$ cat src/rtl/cnn_seq_ctrl.sv
// Frame sequencer for a conv -> pool -> fc -> argmax pipeline, one step strobe per cycle.
// Latency CONV_LEN+POOL_LEN+FC_LEN+10 cycles from first CONV to DONE; stall freezes conv/pool/fc, argmax ignores it.
module cnn_seq_ctrl #(
  parameter int CONV_LEN = 676,
  parameter int POOL_LEN = 169,
  parameter int FC_LEN   = 1352,
  parameter int CNT_W    = 16
) (
  input  logic                 clk,
  input  logic                 rst,
  input  logic                 enable,
  input  logic                 stall,
  output logic                 conv_en,
  output logic                 pool_en,
  output logic                 fc_en,
  output logic [CNT_W-1:0]     addr,
  output logic [3:0]           prob_sel,
  input  logic signed [112:0]  prob_in,
  output logic                 busy,
  output logic                 fc_done,
  output logic [3:0]           result,
  output logic [15:0]          count
);

  typedef enum logic [2:0] {IDLE, CONV, POOL, FC, ARGMAX, DONE} state_t;

  state_t               state, state_nxt;
  logic [CNT_W-1:0]     addr_nxt;
  logic [3:0]           sel_nxt;
  logic signed [112:0]  best_val, best_val_nxt;
  logic [3:0]           best_idx, best_idx_nxt;
  logic [3:0]           result_nxt;
  logic [15:0]          count_nxt;
  logic                 take_new;
  logic signed [112:0]  cand_val;
  logic [3:0]           cand_idx;

  assign busy    = (state != IDLE);
  assign fc_done = (state == DONE);

  // Strict greater-than keeps the lower index on ties; slot 0 always seeds the search.
  assign take_new = (prob_sel == 4'd0) || (prob_in > best_val);
  assign cand_val = take_new ? prob_in  : best_val;
  assign cand_idx = take_new ? prob_sel : best_idx;

  always_comb begin
    state_nxt    = state;
    addr_nxt     = addr;
    sel_nxt      = prob_sel;
    best_val_nxt = best_val;
    best_idx_nxt = best_idx;
    result_nxt   = result;
    count_nxt    = count;
    conv_en      = 1'b0;
    pool_en      = 1'b0;
    fc_en        = 1'b0;
    case (state)
      IDLE: begin
        if (enable) begin
          state_nxt = CONV;
          addr_nxt  = '0;
        end
      end
      CONV: begin
        conv_en = ~stall;
        if (!stall) begin
          if (addr == CNT_W'(CONV_LEN - 1)) begin
            state_nxt = POOL;
            addr_nxt  = '0;
          end else begin
            addr_nxt = addr + CNT_W'(1);
          end
        end
      end
      POOL: begin
        pool_en = ~stall;
        if (!stall) begin
          if (addr == CNT_W'(POOL_LEN - 1)) begin
            state_nxt = FC;
            addr_nxt  = '0;
          end else begin
            addr_nxt = addr + CNT_W'(1);
          end
        end
      end
      FC: begin
        fc_en = ~stall;
        if (!stall) begin
          if (addr == CNT_W'(FC_LEN - 1)) begin
            state_nxt = ARGMAX;
            addr_nxt  = '0;
            sel_nxt   = 4'd0;
          end else begin
            addr_nxt = addr + CNT_W'(1);
          end
        end
      end
      ARGMAX: begin
        best_val_nxt = cand_val;
        best_idx_nxt = cand_idx;
        // Publish on entry to DONE so result/count are already valid while fc_done is high.
        if (prob_sel == 4'd9) begin
          state_nxt  = DONE;
          sel_nxt    = 4'd0;
          result_nxt = cand_idx;
          count_nxt  = count + 16'd1;
        end else begin
          sel_nxt = prob_sel + 4'd1;
        end
      end
      DONE: begin
        state_nxt = IDLE;
        addr_nxt  = '0;
      end
      default: begin
        state_nxt = IDLE;
        addr_nxt  = '0;
        sel_nxt   = 4'd0;
      end
    endcase
  end

  always_ff @(posedge clk or negedge rst) begin
    if (!rst) begin
      state    <= IDLE;
      addr     <= '0;
      prob_sel <= 4'd0;
      best_val <= '0;
      best_idx <= 4'd0;
      result   <= 4'd0;
      count    <= 16'd0;
    end else begin
      state    <= state_nxt;
      addr     <= addr_nxt;
      prob_sel <= sel_nxt;
      best_val <= best_val_nxt;
      best_idx <= best_idx_nxt;
      result   <= result_nxt;
      count    <= count_nxt;
    end
  end

endmodule
$ cat config.mk
export PLATFORM = sky130hd
export DESIGN_NAME = cnn_seq_ctrl
export DESIGN_NICKNAME = d
export VERILOG_FILES = /design/src/rtl/cnn_seq_ctrl.sv
export SDC_FILE = /design/constraint.sdc
export NUM_CORES = 1
export LEC_CHECK = 0
export BUFFER_PORTS_ARGS = -buffer_cell sky130_fd_sc_hd__buf_2
export CAP_MARGIN = 5
export CORE_AREA = 2 2 133 135
export CTS_CLUSTER_DIAMETER = 100
export DETAILED_ROUTE_END_ITERATION = 10
export DIE_AREA = 0 0 135 137
export PLACE_DENSITY = 0.92
export SLEW_MARGIN = 0
export SYNTH_ARGS = -nofsm -noshare
export SYNTH_HDL_FRONTEND = slang
export SYNTH_SLANG_ARGS = --single-unit
$ cat constraint.sdc
create_clock -name clk -period 4.45 [get_ports clk]
set_clock_uncertainty 0.1 [all_clocks]
set_input_delay 0.89 -clock clk [delete_from_list [all_inputs] [get_ports clk]]
set_output_delay 0.89 -clock clk [all_outputs]
set_load 0.01 [all_outputs]
==> metrics.yaml, run 1 <==
cts_tree: "yes"
synth.area.top_cells: "dfrtp_1 42%, ha_1 16%, mux2_2 10%"
grt_pass1_vias: 7211
drt_pass1_iterations: 5
drc: 0
hpwl_um: 15400
drt-initial-drc-count: 210
start_util_pct: 56.2
die_w_um: 135
leakagePower_nw: 5.92
max_stage_delay_ns: 0.44
clk_pin_slew_ns: 0.06
area_growth_pct: 17.8
rsz0062_at_grt: "false"
gp_congestion: 0.806
synth-seq-cells: 160
grt_usage_pct: 22.2
setup.worst_path.class: "input port to flip-flop"
vias_per_cell: 5.39
r2r_start: "best_val[86]"
yosysUniqueCellTypes: 50
cts_root_buf: "clkbuf_16"
path_max_fanout: 39
peakVddDrop_mv: 0.523
grt_pass1_wl_um: 32800
clock_path_buffers: 2
yosys.area.top_type_share_pct: 41.8
drtAntennaViolNets: 0
fin_crit_sh_pct: 87.0
syn_area_per_cell_um2: 10.7
cpMaxStageDelayCell: "buf_4"
max_clock_freq_ghz: 0.258
drive_gt1_share_pct: 30.0
place_area_um2: 10700
maxCapViolCount: 0
overflow: 0
cp_cell_sequence: "buf_2, ha_1, a21o_1, a21o_1, a221oi_1, o22ai_1, nor4_1, buf_4, a21oi_1, o21bai_2, or2_4, buf_4, mux2_2"
insertion_delay_ns: 0.42
yosys_warnings: 0
fin_total_pwr_mw: 6.41
grt_max_degree: 102
pin_count: 162
cp-end-kind: "flip-flop"
cp.arrival_ns: 4.07
core_um2: 17100
crit_start: "prob_in[86]"
htree_levels: 4
routedWlPerCell_um: 15.4
synthCells: 900
finalWirelength_um: 20200
finalSetupViolCount: 0
timing.final.crit_period_ns: 3.87
slew_headroom_pct: 36.7
dieArea_um2: 18500
finalInstanceArea_um2: 11300
antenna_found_initial: 4
postCtsSetupRepairBufs: 0
floorplan.rows: 48
portBuffers: 161
hold_class: "flip-flop to flip-flop"
synth_nets: 1136
die_y_um: 137
ys.flop_type: "dfrtp_1"
postCtsHoldBufs: 0
hp-start: "count[15]"
final_hold_viol_count: 0
yosysSeqAreaShare_pct: 41.8
cts_buffers: 17
cts_resized: 0
outcome: "finished clean"
async_reset_ff_share_pct: 100
fill_cells: 1271
vias: 7074
worst_pin_slew_ns: 0.949
nets: 1307
p_per_area_nw_per_um2: 568
synth_area_leader_cell: "dfrtp_1"
synth_area_um2: 9590
slew_viol_final: 0
synth_edf_count: 0
cts_sinks: 160
cp-start-kind: "input port"
tns_ns: 0
required_ns: 4.65
==> per-stage QoR <==
step	setup WS [ns]	hold slack (ns)	util, %	instances
final	0.578	0.401	66.2	1313
after global routing	0.351	0.410	66.2	1312
after detailed placement	0.131	0.392	62.6	1277
after floorplan	0.632	0.356	-	900
after CTS	0.546	0.407	66.1	1309
after global placement	0.213	0.366	62.6	1277
==> synthesized netlist by cell type, types with 2 or more instances <==
cell and count:
buf_2 8, o2bb2ai_1 2, nor4_2 2, xor2_1 13, o31ai_1 2, mux2i_1 2
ha_1 119, nor3b_1 2, dfrtp_1 160, a21o_1 17, nand4_1 33, inv_1 127
nand2_1 51, and3_1 8, clkbuf_1 7, nand4_2 2, o211ai_1 2, o21bai_1 3
o21ai_0 34, nor4_1 5, nand3_1 23, a21oi_1 52, o22ai_1 3, nand2b_1 4
a221oi_1 7, mux2_4 27, and4_1 5, nand3b_1 3, mux2_2 88, nor3_1 8
nor2_1 38, nor2b_1 6, o31a_1 2, buf_6 5, xnor2_1 15
==> registers in the layout, indices dropped and copies added (netlist names) <==
name      flops
best_idx      4
addr         16
count        16
prob_sel      4
result        4
state         3
best_val    113
==> metal layers <==
| metal | track usage (%) | vias to the layer above | share of wire [%] |
|---|---|---|---|
| li1 | - | 3486 | - |
| met1 | 26.0 | 3390 | 42 |
| met2 | 39.5 | 167 | 50 |
| met3 | 5.74 | 31 | 5.7 |
| met4 | 7.35 | 0 | 2.3 |
| met5 | 0 | - | 0 |
==> where the power goes <==
part / switching, mW / internal, mW
clock network: 0.634 / 0.855
logic: 1.25 / 1.29
registers: 0.339 / 2.04
==> cell type report <==
class                           count  area [µm²]  share of cell area [%]
Antenna cell                        4        10.0                  0.0887
Multi-Input combinational cell    593        4980                    44.2
Timing Repair Buffer              172         932                    8.26
Sequential cell                   160        4000                    35.5
Tap cell                          225         282                    2.49
Clock buffer                       19         443                    3.92
Clock inverter                     13         155                    1.37
Inverter                          127         477                    4.22
==> cell usage in the layout, fill, tap and decap left out, drive strengths merged, types with 6 or more instances in the layout <==
cell / instances
buf: 172
dfrtp: 160
inv: 131
ha: 119
mux2: 115
a21oi: 52
nand2: 51
nor2: 38
o21ai: 35
nand4: 35
nand3: 23
clkbuf: 19
a21o: 17
xnor2: 15
xor2: 13
nor3: 8
and3: 8
nor4: 8
a221oi: 7
nor2b: 6
==> final timing paths <==
kind	to	slack [ns]	cells past startpoint
min in group asynchronous	best_val[98]	0.45	1
setup reg to reg	best_val[34]	0.77	13
hold reg to reg	count[15]	0.40	1
setup / recovery	best_val[34]	0.58	13
hold / removal	count[15]	0.40	1
max in group asynchronous	best_val[41]	2.93	2
==> cell families (layout without fill, tap and decap cells) <==
group           Yosys count  count (layout)  share of synthesized area (%)
mux                     117             117                           14.8
fa+ha+maj               119             119                           15.5
other cells               0               4                              0
flops                   160             160                           41.8
xor+xnor                 28              28                           2.56
compound gates          133             133                           8.37
simple gates            196             196                           10.7
buf+inv                 147             331                           6.25
==> critical path: cells and delay by family <==
family / cells / cell delay [ns]
compound gates: 6 / 1.09
buf+inv: 3 / 0.74
simple gates: 2 / 0.59
mux: 1 / 0.40
fa+ha+maj: 1 / 0.32
Power figures use the tool's default switching activity.
==> run 2, diff against run 1 <==
Settings changed: ABC_AREA set to 1, CORE_AREA 2 2 133 135 to 2 2 136 138, DIE_AREA 0 0 135 137 to 0 0 138 140.
==> metrics.yaml, run 2 <==
outcome: "finished clean"  # unchanged
fin_cells: 1706  # was 1313
max_clock_freq_ghz: 0.296  # was 0.258 GHz
critPathBufInv: 2  # was 3
hold_class: "flip-flop to flip-flop"  # unchanged
grt_busiest_layer: "met2"  # unchanged
start_util_pct: 57.2  # was 56.2%
synth_nets: 1547  # was 1136
reg_top3: "best_val: 113 flops, addr: 16 flops, count: 16 flops"  # unchanged
yosysMostFrequentCell: "nand2_1"  # was dfrtp_1
drive_gt1_share_pct: 16.2  # was 30.0%
postCtsHoldBufs: 0  # unchanged
gp_congestion: 0.880  # was 0.806
clk_pin_slew_ns: 0.06  # about the same
area_growth_pct: 15.5  # was 17.8%
ys.flop_type: "dfrtp_1"  # unchanged
htree_levels: 4  # unchanged
crit_top_cell: "nand2_1"
synth-seq-cells: 160  # unchanged
cp-start-kind: "input port"  # unchanged
grt_usage_pct: 26.4  # was 22.2%
cts_tree: "yes"  # unchanged
max_stage_delay_ns: 0.46  # was 0.44 ns
die_y_um: 140  # was 137 µm
nets: 1695  # was 1307
hpwl_um: 17700  # was 15400 µm
die_w_um: 138  # was 135 µm
final_common_cell: "nand2_1"
required_ns: 4.72  # was 4.65 ns
whs_ns: 0.370  # was 0.401 ns
synth_area_leader_cell: "dfrtp_1"  # unchanged
largest_reg_flops: 113  # unchanged
cts_root_buf: "clkbuf_16"  # unchanged
power.net_switching_mw: 2.61  # was 2.22 mW
peakVddDrop_mv: 0.471  # was 0.523 mV
leakagePower_nw: 6.35  # was 5.92 nW
p_per_area_nw_per_um2: 545  # was 568 nW/µm²
worst_pin_slew_ns: 0.974  # was 0.949 ns
synth_edf_count: 0  # unchanged
drtAntennaViolNets: 0  # unchanged
drt-initial-drc-count: 624  # was 210
final_hold_viol_count: 0  # unchanged
drc: 0  # unchanged
timing.final.crit_period_ns: 3.38  # was 3.87 ns
mostFrequentLayoutCells: "409 x nand2_1, 187 x inv_1, 160 x dfrtp_1, 160 x buf_2, 125 x nand3_1"  # was 160 x dfrtp_1, 160 x buf_2, 127 x inv_1
yosys.area.top_type_share_pct: 39.4  # was 41.8%
yosysSeqAreaShare_pct: 39.4  # was 41.8%
synth_area_um2: 10200  # was 9590 µm²
vias: 9120  # was 7074
portBuffers: 161  # unchanged
dp.cells: 1669  # was 1277
cts_resized: 0  # unchanged
p_int_mw: 3.80  # was 4.18 mW
slew_viol_final: 0  # unchanged
cp_cell_sequence: "buf_2, ha_1, nand2_1, nor2_1, nand3_1, nor2_2, nand2_1, nor2_2, and3_1, nand2_1, nand2_1, nand2_2, nand3_4, nand2_4, nand2_4, buf_12, nand2_1, nand2_1"  # was buf_2, ha_1, a21o_1, a21o_1, a221oi_1, o22ai_1, nor4_1, buf_4, a21oi_1, o21bai_2, or2_4, buf_4, mux2_2
cpMaxStageDelayCell: "nand2_4"  # was buf_4
insertion_delay_ns: 0.44  # was 0.42 ns
finish.utilization_pct: 66.1  # was 66.2%
path_max_fanout: 50  # was 39
tns_ns: 0  # unchanged
power_frac_seq_pct: 35.5  # was 37.1%
postCtsSetupRepairBufs: 0  # unchanged
clkPwrFrac_pct: 22.8  # was 23.2%
cp-end-kind: "flip-flop"  # unchanged
antenna_found_initial: 6  # was 4
yosysUniqueCellTypes: 40  # was 50
overflow: 0  # unchanged
clock_path_buffers: 2  # unchanged
switching_share_pct: 40.7  # was 34.7%
grt_pass1_vias: 8947  # was 7211
use_met1_pct: 33.2  # was 26.0%
synthCells: 1311  # was 900
pwr-share-comb_pct: 41.7  # was 39.7%
slew_headroom_pct: 35.1  # was 36.7%
drt_pass1_iterations: 6  # was 5
vias_per_cell: 5.35  # was 5.39
finalSetupViolCount: 0  # unchanged
async_reset_ff_share_pct: 100  # unchanged
grt_util_met2_pct: 44.7  # was 39.5%
grt_pass1_wl_um: 42100  # was 32800 µm
routedWlPerCell_um: 14.6  # was 15.4 µm
synth.area.top_cells: "dfrtp_1 39%, nand2_1 15%, ha_1 15%"  # was dfrtp_1 42%, ha_1 16%, mux2_2 10%
fin_total_pwr_mw: 6.41  # about the same
cp.arrival_ns: 3.64  # was 4.07 ns
setup.worst_path.class: "input port to flip-flop"  # unchanged
syn_area_per_cell_um2: 7.76  # was 10.7 µm²
rsz0062_at_grt: "false"  # unchanged
cts_sinks: 160  # unchanged
maxCapViolCount: 0  # unchanged
core_um2: 17800  # was 17100 µm²
cts_buffers: 17  # unchanged
yosys_warnings: 0  # unchanged
use_met3_pct: 6.36  # was 5.74%
synth_common_cells: "409 x nand2_1, 187 x inv_1, 160 x dfrtp_1"  # was 160 x dfrtp_1, 127 x inv_1, 119 x ha_1
pin_count: 162  # unchanged
finalWirelength_um: 24900  # was 20200 µm
grt_max_degree: 119  # was 102
fin_crit_sh_pct: 75.9  # was 87.0%
floorplan.rows: 49  # was 48
crit_family: "simple AND/OR/NAND/NOR gates"  # was compound AO/OA/AOI/OAI gates
top_register: "best_val"  # unchanged
dieArea_um2: 19300  # was 18500 µm²
run 2: changes by cell type after synthesis, moves of 11 or more:
cell,change
inv_1,+60
a21o_1,-11
buf_2,+12
nand2_1,+358
mux2_2,-88
o21ai_0,-15
nand3_2,+21
nor2_1,+33
nand3_1,+102
mux2_4,-27
nand4_1,-21
run 2: tightest hold or removal path: stages (launching register included):
cell     delay (ns)
dfrtp_1        0.34
nand2_1        0.05
nand2_1        0.05
run 2: stage by stage:
step	area [µm²]	worst slack (ns)
2_1_floorplan	10200	1.53
3_5_place_dp	11200	0.692
6_report	11700	1.07
5_1_grt	11700	0.925
3_3_place_gp	11200	0.785
4_1_cts	11700	1.11
run 2: kinds of logic after synthesis:
group / synth area share [%]
and+or+nand+nor: 29.6
DFF: 39.4
xor gates and xnor gates: 1.64
adders and majority gates: 14.6
AOI/OAI and AO/OA: 5.29
buffers and inverters: 9.45
run 2: area by class of cell:
type | count | area [µm²]
Clock buffer | 21 | 480
Inverter | 192 | 721
Antenna cell | 5 | 12.5
Sequential cell | 160 | 4000
Tap cell | 229 | 287
Multi-Input combinational cell | 919 | 5200
Timing Repair Buffer | 169 | 935
Fill cell | 1390 | 6030
Clock inverter | 11 | 103
run 2: power groups by stage:
stage | clock network [mW] | logic, mW | registers (mW)
final | 1.46 | 2.67 | 2.27
after global routing | 1.54 | 3.12 | 2.34
after floorplan | 0 | 2.03 | 2.22
after global placement | 0 | 2.47 | 2.26
after detailed placement | 0 | 2.64 | 2.28
after CTS | 1.48 | 2.68 | 2.27
run 2: final timing paths:
path,startpoint,end,slack [ns],cells past startpoint
setup / recovery,prob_in[104],best_val[82],1.07,18
hold / removal,best_val[36],best_val[36],0.37,2
setup reg to reg,best_val[104],best_val[82],1.23,18
hold reg to reg,best_val[36],best_val[36],0.37,2
max in group asynchronous,rst,best_val[61],2.92,2
min in group asynchronous,rst,best_val[78],0.45,1
run 2: per-layer routing:
layer / part of all wire (%) / up-vias / wire (µm)
li1: - / 4486 / -
met1: 42 / 4275 / 10500
met2: 48 / 296 / 12000
met3: 6.8 / 61 / 1700
met4: 2.7 / 2 / 670
met5: 0.052 / - / 13
